===== src/rtl/npc_predictor_if.sv =====
// rtl/npc_predictor_if.sv - fetch/resolve bundle between the pipeline and the next-PC predictor
interface npc_predictor_if;
   logic        stall;
   logic [31:0] pc;
   logic        pred_taken;
   logic [31:0] pred_target;
   logic        res_valid;
   logic [1:0]  res_kind;
   logic [31:0] res_pc;
   logic        res_taken;
   logic [31:0] res_target;
   logic        res_pred_taken;
   logic [31:0] res_pred_target;
   logic        flush;
   logic [15:0] mispredict_cnt;

   // pipeline side: drives stall and the execute-stage resolution
   modport master (
      output stall, res_valid, res_kind, res_pc, res_taken, res_target,
             res_pred_taken, res_pred_target,
      input  pc, pred_taken, pred_target, flush, mispredict_cnt
   );

   // predictor side
   modport slave (
      input  stall, res_valid, res_kind, res_pc, res_taken, res_target,
             res_pred_taken, res_pred_target,
      output pc, pred_taken, pred_target, flush, mispredict_cnt
   );
endinterface


===== src/rtl/npc_predictor.sv =====
// rtl/npc_predictor.sv - fetch PC register with direct-mapped BTB and 2-bit direction counters
module npc_predictor #(
   parameter int          ENTRIES  = 16,
   parameter logic [31:0] RESET_PC = 32'h0000_3000
) (
   input logic            clk,
   input logic            reset,
   npc_predictor_if.slave bus
);
   localparam int IDX_W = $clog2(ENTRIES);
   localparam int TAG_W = 30 - IDX_W;

   logic             btb_valid  [ENTRIES];
   logic [TAG_W-1:0] btb_tag    [ENTRIES];
   logic [31:0]      btb_target [ENTRIES];
   logic [1:0]       btb_ctr    [ENTRIES];

   logic [31:0] pc_q;
   logic [31:0] pc_d;
   logic [15:0] cnt_q;

   logic [IDX_W-1:0] lk_idx;
   logic [TAG_W-1:0] lk_tag;
   logic             lk_hit;
   logic             pred_taken;
   logic [31:0]      pred_target;

   logic             actual_taken;
   logic [31:0]      correct;
   logic             flush;

   logic [IDX_W-1:0] up_idx;
   logic [TAG_W-1:0] up_tag;
   logic             up_hit;
   logic             up_we;
   logic             up_clr;
   logic [31:0]      up_target;
   logic [1:0]       up_ctr;

   assign bus.pc             = pc_q;
   assign bus.pred_taken     = pred_taken;
   assign bus.pred_target    = pred_target;
   assign bus.flush          = flush;
   assign bus.mispredict_cnt = cnt_q;

   // Fetch-side lookup: predict taken only on a tag hit with a strong-enough counter
   always_comb begin
      lk_idx      = pc_q[IDX_W+1:2];
      lk_tag      = pc_q[31:IDX_W+2];
      lk_hit      = btb_valid[lk_idx] && (btb_tag[lk_idx] == lk_tag);
      pred_taken  = 1'b0;
      pred_target = pc_q + 32'd4;
      if (lk_hit && btb_ctr[lk_idx][1]) begin
         pred_taken  = 1'b1;
         pred_target = btb_target[lk_idx];
      end
   end

   // Execute-side resolution: true direction, correct fetch address and mispredict detect
   always_comb begin
      case (bus.res_kind)
         2'b01:   actual_taken = bus.res_taken;
         2'b10,
         2'b11:   actual_taken = 1'b1;
         default: actual_taken = 1'b0;
      endcase
      correct = actual_taken ? bus.res_target : (bus.res_pc + 32'd4);
      flush   = bus.res_valid &&
                ((bus.res_pred_taken != actual_taken) ||
                 (actual_taken && (bus.res_pred_target != bus.res_target)));
   end

   // BTB update decision for the resolved instruction's slot
   always_comb begin
      up_idx    = bus.res_pc[IDX_W+1:2];
      up_tag    = bus.res_pc[31:IDX_W+2];
      up_hit    = btb_valid[up_idx] && (btb_tag[up_idx] == up_tag);
      up_we     = 1'b0;
      up_clr    = 1'b0;
      up_target = btb_target[up_idx];
      up_ctr    = btb_ctr[up_idx];
      if (bus.res_valid) begin
         case (bus.res_kind)
            2'b01: begin
               if (up_hit) begin
                  up_we = 1'b1;
                  if (bus.res_taken) begin
                     up_ctr    = (btb_ctr[up_idx] == 2'b11) ? 2'b11 : btb_ctr[up_idx] + 2'd1;
                     up_target = bus.res_target;
                  end else begin
                     up_ctr    = (btb_ctr[up_idx] == 2'b00) ? 2'b00 : btb_ctr[up_idx] - 2'd1;
                  end
               end else if (bus.res_taken) begin
                  // first taken sighting allocates weakly taken
                  up_we     = 1'b1;
                  up_target = bus.res_target;
                  up_ctr    = 2'b10;
               end
            end
            2'b10,
            2'b11: begin
               up_we     = 1'b1;
               up_target = bus.res_target;
               up_ctr    = 2'b11;
            end
            default: begin
               // a non-control instruction hitting means the entry is stale or aliased
               up_clr = up_hit;
            end
         endcase
      end
   end

   // BTB storage; writes land at the clock edge so same-cycle lookups see old contents
   always_ff @(posedge clk or posedge reset) begin
      if (reset) begin
         for (int i = 0; i < ENTRIES; i++) begin
            btb_valid[i]  <= 1'b0;
            btb_tag[i]    <= '0;
            btb_target[i] <= '0;
            btb_ctr[i]    <= 2'b01;
         end
      end else if (up_we) begin
         btb_valid[up_idx]  <= 1'b1;
         btb_tag[up_idx]    <= up_tag;
         btb_target[up_idx] <= up_target;
         btb_ctr[up_idx]    <= up_ctr;
      end else if (up_clr) begin
         btb_valid[up_idx]  <= 1'b0;
      end
   end

   // Next fetch address: a redirect beats a stall, otherwise follow the prediction
   always_comb begin
      pc_d = pred_target;
      if (flush) begin
         pc_d = correct;
      end else if (bus.stall) begin
         pc_d = pc_q;
      end
   end

   // Fetch PC register
   always_ff @(posedge clk or posedge reset) begin
      if (reset) begin
         pc_q <= RESET_PC;
      end else begin
         pc_q <= pc_d;
      end
   end

   // Mispredict counter, free-running wrap
   always_ff @(posedge clk or posedge reset) begin
      if (reset) begin
         cnt_q <= 16'd0;
      end else if (flush) begin
         cnt_q <= cnt_q + 16'd1;
      end
   end
endmodule


===== src/flat_wrapper.sv =====
// flat-port wrapper written by rule: the top's interface ports become plain ports
module npc_predictor_flat 
#(
   parameter int          ENTRIES  = 16,
   parameter logic [31:0] RESET_PC = 32'h0000_3000
)
  (clk, reset, bus_stall, bus_res_valid, bus_res_kind, bus_res_pc, bus_res_taken, bus_res_target, bus_res_pred_taken, bus_res_pred_target, bus_pc, bus_pred_taken, bus_pred_target, bus_flush, bus_mispredict_cnt);
  npc_predictor_if bus_i ();
  input logic clk;
  input logic reset;
  input wire logic [$bits(bus_i.stall)-1:0] bus_stall;
  input wire logic [$bits(bus_i.res_valid)-1:0] bus_res_valid;
  input wire logic [$bits(bus_i.res_kind)-1:0] bus_res_kind;
  input wire logic [$bits(bus_i.res_pc)-1:0] bus_res_pc;
  input wire logic [$bits(bus_i.res_taken)-1:0] bus_res_taken;
  input wire logic [$bits(bus_i.res_target)-1:0] bus_res_target;
  input wire logic [$bits(bus_i.res_pred_taken)-1:0] bus_res_pred_taken;
  input wire logic [$bits(bus_i.res_pred_target)-1:0] bus_res_pred_target;
  output wire logic [$bits(bus_i.pc)-1:0] bus_pc;
  output wire logic [$bits(bus_i.pred_taken)-1:0] bus_pred_taken;
  output wire logic [$bits(bus_i.pred_target)-1:0] bus_pred_target;
  output wire logic [$bits(bus_i.flush)-1:0] bus_flush;
  output wire logic [$bits(bus_i.mispredict_cnt)-1:0] bus_mispredict_cnt;
  assign bus_i.stall = bus_stall;
  assign bus_i.res_valid = bus_res_valid;
  assign bus_i.res_kind = bus_res_kind;
  assign bus_i.res_pc = bus_res_pc;
  assign bus_i.res_taken = bus_res_taken;
  assign bus_i.res_target = bus_res_target;
  assign bus_i.res_pred_taken = bus_res_pred_taken;
  assign bus_i.res_pred_target = bus_res_pred_target;
  assign bus_pc = bus_i.pc;
  assign bus_pred_taken = bus_i.pred_taken;
  assign bus_pred_target = bus_i.pred_target;
  assign bus_flush = bus_i.flush;
  assign bus_mispredict_cnt = bus_i.mispredict_cnt;
  npc_predictor #(.ENTRIES(ENTRIES), .RESET_PC(RESET_PC)) u_core (.clk(clk), .reset(reset), .bus(bus_i));
endmodule

===== config.mk =====
export PLATFORM = sky130hd
export DESIGN_NAME = npc_predictor_flat
export DESIGN_NICKNAME = d
export VERILOG_FILES = /design/src/rtl/npc_predictor_if.sv /design/src/rtl/npc_predictor.sv /design/src/flat_wrapper.sv
export SDC_FILE = /design/constraint.sdc
export NUM_CORES = 2
export LEC_CHECK = 0
export ABC_AREA = 1
export BUFFER_PORTS_ARGS = -buffer_cell sky130_fd_sc_hd__buf_2
export CAP_MARGIN = 30
export CELL_PAD_IN_SITES_DETAIL_PLACEMENT = 0
export CELL_PAD_IN_SITES_GLOBAL_PLACEMENT = 1
export CORE_UTILIZATION = 45
export CTS_CLUSTER_SIZE = 24
export DETAILED_ROUTE_END_ITERATION = 8
export PLACE_DENSITY = 0.8
export SYNTH_ARGS = -nofsm -noshare
export SYNTH_HDL_FRONTEND = slang
export SYNTH_SLANG_ARGS = --single-unit

===== constraint.sdc =====
create_clock -name clk -period 36.4 [get_ports clk]
set_input_delay 0 -clock clk [delete_from_list [all_inputs] [get_ports clk]]
set_output_delay 0 -clock clk [all_outputs]
set_load 0.005 [all_outputs]

Word level (Yosys, flattened, before mapping). Index checks and enable logic that the tools add are counted.

Bits in registers: 1024. Bits of input ports: 104. Word-level logic and storage cells: 158.

Add/sub/neg operators: 5. Order comparisons: 3. Equality and inequality tests: 9. Muxes and demuxes: 59. Bitwise gates (word level): 5. Reductions and logical operators: 11.

Operators by type and width (number): bitwise mux 512 bit (1); bitwise mux 416 bit (1); two-way mux 32 bit (11); binary-select mux 32 bit (select 4 bit) (2); binary-select mux 26 bit (select 4 bit) (2); two-way mux 26 bit (5); demux 32 bit (select 4 bit) (1); demux 26 bit (select 4 bit) (1); adder 32 x 3 -> 32 bit, second input constant (2); case mux 32 bit (2 select lines) (1); equality test 26 bit (2); bitwise mux 32 bit (1); two-way mux 16 bit (2); inequality test 32 bit (1); two-way mux 2 bit (11); adder 16 x 1 -> 16 bit, second input constant (1); AND 16 bit (1); binary-select mux 2 bit (select 4 bit) (2); inverter 16 bit (1); bitwise OR 16 bit (1); two-way mux 1 bit (11); >= comparator 5 bit, second input constant (2); inverter 4 -> 5 bit (2); binary-select mux 1 bit (select 4 bit) (2); 17 further kinds (25).

Depth between registers and ports, before layout.
Word-level depth: 11. Gate-level depth with buffers: 26. Mapped depth without buffers: 22.

Least setup slack after synthesis. OpenSTA, ideal clock, no wires.

Kind: input to register. Start point: in bus_res_pc[2]. End point: reg u_core.btb_target[171] in the netlist's numbering. Library setup time: 0.083 ns. Arrival time: 2.786 ns. Data required time: 36.317 ns. Setup slack: 33.531 ns. Stages on the path: 15. Buffers on the path: 9. Path through: inv_2 -> buf_2 -> buf_2 -> buf_2 -> buf_2 -> clkbuf_1 -> buf_2 -> ha_1 -> clkbuf_1 -> clkinv_1 -> nor3_1 -> buf_2 -> buf_2 -> nand2_1 -> o21ai_0.

Word-level cells in the longest chain between the ends: 9. Elaborated cells on any way between the ends: 24. Those cells by class: order compare (2); eq/ne (1); mux (18); bitwise (1); reduce/logical (2).

RTL lines: start: declaration (RTL line flat_wrapper.sv:14) `input wire logic [$bits(bus_i.res_pc)-1:0] bus_res_pc;`; inverter 4 -> 5 bit (not written as such) (*) (RTL line npc_predictor.sv:77, npc_predictor.sv:80, npc_predictor.sv:126); binary-select mux 26 bit (select 4 bit) (RTL line npc_predictor.sv:77) `up_hit = btb_valid[up_idx] && (btb_tag[up_idx] == up_tag);`; two-way mux 26 bit (not written as such) (2 in a row) (RTL line npc_predictor.sv:77); equality test 26 bit (RTL line npc_predictor.sv:77); logical AND 1 bit (RTL line npc_predictor.sv:77); two-way mux 1 bit (RTL line npc_predictor.sv:85) `if (up_hit) begin`; case mux 1 bit (2 select lines) (RTL line npc_predictor.sv:83) `case (bus.res_kind)`; two-way mux 1 bit (RTL line npc_predictor.sv:82) `if (bus.res_valid) begin`; end signal: indexed assignment (RTL line npc_predictor.sv:126) `btb_target[up_idx] <= up_target;`; end: declaration (RTL line npc_predictor.sv:15) `logic [31:0] btb_target [ENTRIES];`.

Mark *: on every way between the ends. The rest lies on a longest branch, timed or not. The select of a mux whose other input is x is not followed. A chain may end at the register's enable or synchronous reset.

Worst setup path after layout.
Start point: reg u_core.pc_q[5], in the netlist u_core.bus.pc[5]. End point: out bus_pred_target[5].

Word-level cells in the longest chain between the ends: 8. Elaborated cells on any way between the ends: 18. Those cells by class: add/sub (1); eq/ne (1); mux (13); bitwise (1); reduce/logical (2).

RTL lines: start: declaration (RTL line npc_predictor.sv:18) `logic [31:0] pc_q;`; start signal: assignment (RTL line npc_predictor.sv:148) `pc_q <= pc_d;`; inverter 4 -> 5 bit (not written as such) (RTL line npc_predictor.sv:50, npc_predictor.sv:53, npc_predictor.sv:55); binary-select mux 26 bit (select 4 bit) (RTL line npc_predictor.sv:50) `lk_hit = btb_valid[lk_idx] && (btb_tag[lk_idx] == lk_tag);`; two-way mux 26 bit (not written as such) (2 in a row) (RTL line npc_predictor.sv:50); equality test 26 bit (RTL line npc_predictor.sv:50); logical AND 1 bit (RTL line npc_predictor.sv:50); logical AND 1 bit (RTL line npc_predictor.sv:53) `if (lk_hit && btb_ctr[lk_idx][1]) begin`; two-way mux 32 bit (*) (RTL line npc_predictor.sv:53); end: declaration (RTL line flat_wrapper.sv:21) `output wire logic [$bits(bus_i.pred_target)-1:0] bus_pred_target;`.

Marked as above.

==> results.json <==
{
  "worstSetupPathType": "reg -> out",
  "fin_crit_sh_pct": 17.70,
  "synthToLayoutAreaGrowth_pct": 10.54,
  "async_reset_ff_share_pct": 100.0,
  "antenna_found_initial": 10,
  "syn_nets": 9001,
  "dpl.hpwl_mm": 157.9,
  "drive_gt1_share_pct": 6.925,
  "vdd_drop_max_mv": 0.03714,
  "synth.distinct_cells": 56,
  "core_area_sq_um": 133800,
  "chipHeight_um": 369.8,
  "cts_max_path_buffers": 3,
  "maxSlewViolCount": 0,
  "viasPerCell": 5.925,
  "fin_skew_ns": 0.02925,
  "hold_class": "in -> reg",
  "grt_setup_unrepaired": "no",
  "htreeDepth": 3,
  "wirelength_mm": 266.2,
  "ys.flop_type": "dfrtp_1",
  "worstMarginPinSlew_ns": 1.121,
  "synthCells": 8891,
  "grt_usage_pct": 38.33,
  "synthTopCellsByArea": "dfrtp_1 41%, nand2_1 18%, o21ai_0 12%, a21oi_1 6.9%, inv_1 4.7%",
  "synth_top_area_cell": "dfrtp_1",
  "crit_required_ns": 36.40,
  "cts.sinks": 1024,
  "p_leak_nw": 32.57,
  "layoutNonFillerInstCount": 10600,
  "wire_per_inst_um": 25.12,
  "io_buffers": 185,
  "post_dp_cell_area_sq_um": 62460,
  "ios": 186,
  "std_cell_rows": 134,
  "synth_commonest_cells": "2838 x nand2_1, 1501 x o21ai_0, 1006 x dfrtp_1, 835 x a21oi_1, 766 x inv_1",
  "gp_congestion": 0.9901,
  "synth_most_common_cell": "nand2_1",
  "critPathCaptureType": "output pin",
  "start_util_pct": 45.50,
  "min_path_cells": 6,
  "post_cts.repair.setup_buffers": 0,
  "root_buffer": "clkbuf_16",
  "setup_tns_ns": 0,
  "avgSynthCellArea_sq_um": 6.846,
  "worst-path-max-fanout": 46,
  "cp_data_arrival_time_ns": 6.44,
  "numCtsBuffers": 117,
  "syn_area_sq_um": 60870,
  "min_period_ns": 6.443,
  "violations": "design-rule violations",
  "drc": 20,
  "outcome": "finished, violations left",
  "synth-seq-cells": 1024,
  "reg2regPathDepth": 19,
  "hold_viol": 0,
  "holdWs_ns": 0.06480,
  "seq_area_frac_synth_pct": 42.13,
  "ff2ff_setup_slack_ns": 30.21,
  "finalPower_mw": 4.004,
  "maxCapViolations": 0,
  "yosysWarnings": 0,
  "vias": 62800,
  "drt_iter0_markers": 9004,
  "grt_pass1_vias": 58080,
  "start_kind": "register",
  "powerDensity_nw_per_um2": 59.50,
  "post-place-cells": 10300,
  "dr.pass1.iters": 9,
  "synth_enable_flop_cells": 0,
  "synth_top_area_share_pct": 41.36,
  "ant_nets": 0,
  "die_area_sq_um": 136700,
  "clock.fmax_ghz": 0.1552,
  "worst_slack_ns": 29.96,
  "grt_remaining_overflow": 0,
  "die_w_um": 369.8,
  "setup_viol": 0,
  "grt_pass1_wl_mm": 390.1,
  "pre_cts_ws_ns": 29.66,
  "insertion_delay_ns": 0.76,
  "stdcell_area_sq_um": 67290,
  "final_util_pct": 50.29,
  "path_clk_slew_ns": 0.06,
  "nets": 8840,
  "cts_tree": "built",
  "grt_max_degree": 181,
  "slew_headroom_pct": 25.29
}
cell families (layout without fill, tap and decap cells):
family | Yosys count | in the layout | synth area share (%)
xor gates and xnor gates | 72 | 72 | 1.036
muxes | 1 | 1 | 0.01644
and+or+nand+nor | 3730 | 3730 | 24.65
DFF | 1024 | 1024 | 42.13
buffers and inverters | 1475 | 1407 | 9.877
adders and majority gates | 6 | 6 | 0.1233
AOI/OAI and AO/OA | 2583 | 2583 | 22.17
other | 0 | 7 | 0
report_power, final:
| part | leakage [nW] | switching [mW] | internal (mW) |
|---|---|---|---|
| clock network | 1.96 | 0.520 | 0.723 |
| logic | 17.8 | 0.816 | 0.360 |
| registers | 12.8 | 0.181 | 1.40 |
| total | 32.6 | 1.52 | 2.49 |
placed cells by master, fill, tap and decap left out, drive strengths merged, types with 8 or more instances in the layout:
| cell type | n |
|---|---|
| a21boi | 27 |
| a21oi | 835 |
| a22oi | 26 |
| a311o | 9 |
| a311oi | 13 |
| a41oi | 8 |
| buf | 334 |
| bufinv | 9 |
| clkbuf | 175 |
| clkinv | 32 |
| dfrtp | 1006 |
| dfstp | 18 |
| dlygate4sd3 | 75 |
| inv | 779 |
| nand2 | 2840 |
| nand3 | 415 |
| nand4 | 26 |
| nor2 | 337 |
| nor3 | 75 |
| nor4 | 24 |
| o211ai | 71 |
| o21ai | 1542 |
| o22ai | 26 |
| o41a | 8 |
| xnor2 | 13 |
| xor2 | 59 |
state kept, by name (all words and copies together), names as in the netlist, named ones only:
signal,flops
u_core.btb_ctr,32
u_core.bus.pc,32
u_core.btb_tag,416
u_core.btb_target,512
u_core.bus.mispredict_cnt,16
critical path: stages, from the launching register on:
cell,delay (ns)
dfrtp_1,0.60
clkinv_2,0.37
buf_12,0.31
nor2_4,0.71
buf_4,0.81
nand2_1,0.12
nand2_1,0.10
inv_1,0.04
nand2_1,0.31
xor2_1,0.14
nor2_1,0.18
nand3_1,0.19
nor2_4,0.14
buf_4,0.49
nand3b_1,0.30
o21ai_0,0.28
inv_1,0.27
buf_2,0.20
routing by layer:
| layer | vias to the layer above | global-route usage, % | share of wire, % |
|---|---|---|---|
| li1 | 28580 | - | - |
| met1 | 29690 | 51.53 | 39 |
| met2 | 3761 | 57.52 | 43 |
| met3 | 762 | 8.957 | 12 |
| met4 | 10 | 19.64 | 5.7 |
| met5 | - | 0 | 0.022 |
what timing repair did:
action / in CTS / in global routing
gates resized for setup: 0 / 0
hold buffers: 75 / 0
endpoints found under the hold margin: 379 / 0
final timing paths:
kind	end	startpoint
max	bus_pred_target[5]	u_core.bus.pc[5]
min	u_core.btb_target[241]	bus_res_valid
max reg2reg	u_core.bus.pc[0]	u_core.bus.pc[5]
min reg2reg	u_core.btb_ctr[28]	u_core.btb_ctr[28]
max in group asynchronous	u_core.btb_tag[414]	reset
min in group asynchronous	u_core.btb_target[326]	reset
layout make-up:
class	count	area (sq um)
multi-input combinational	6392	29400
clock buffer	175	3498
antenna	7	17.52
inverter	786	2995
timing repair buffer	409	3058
sequential	1024	25660
fill	13460	66500
tap	1768	2212
clock inverter	37	451.7
(Power assumes the default switching activity.)
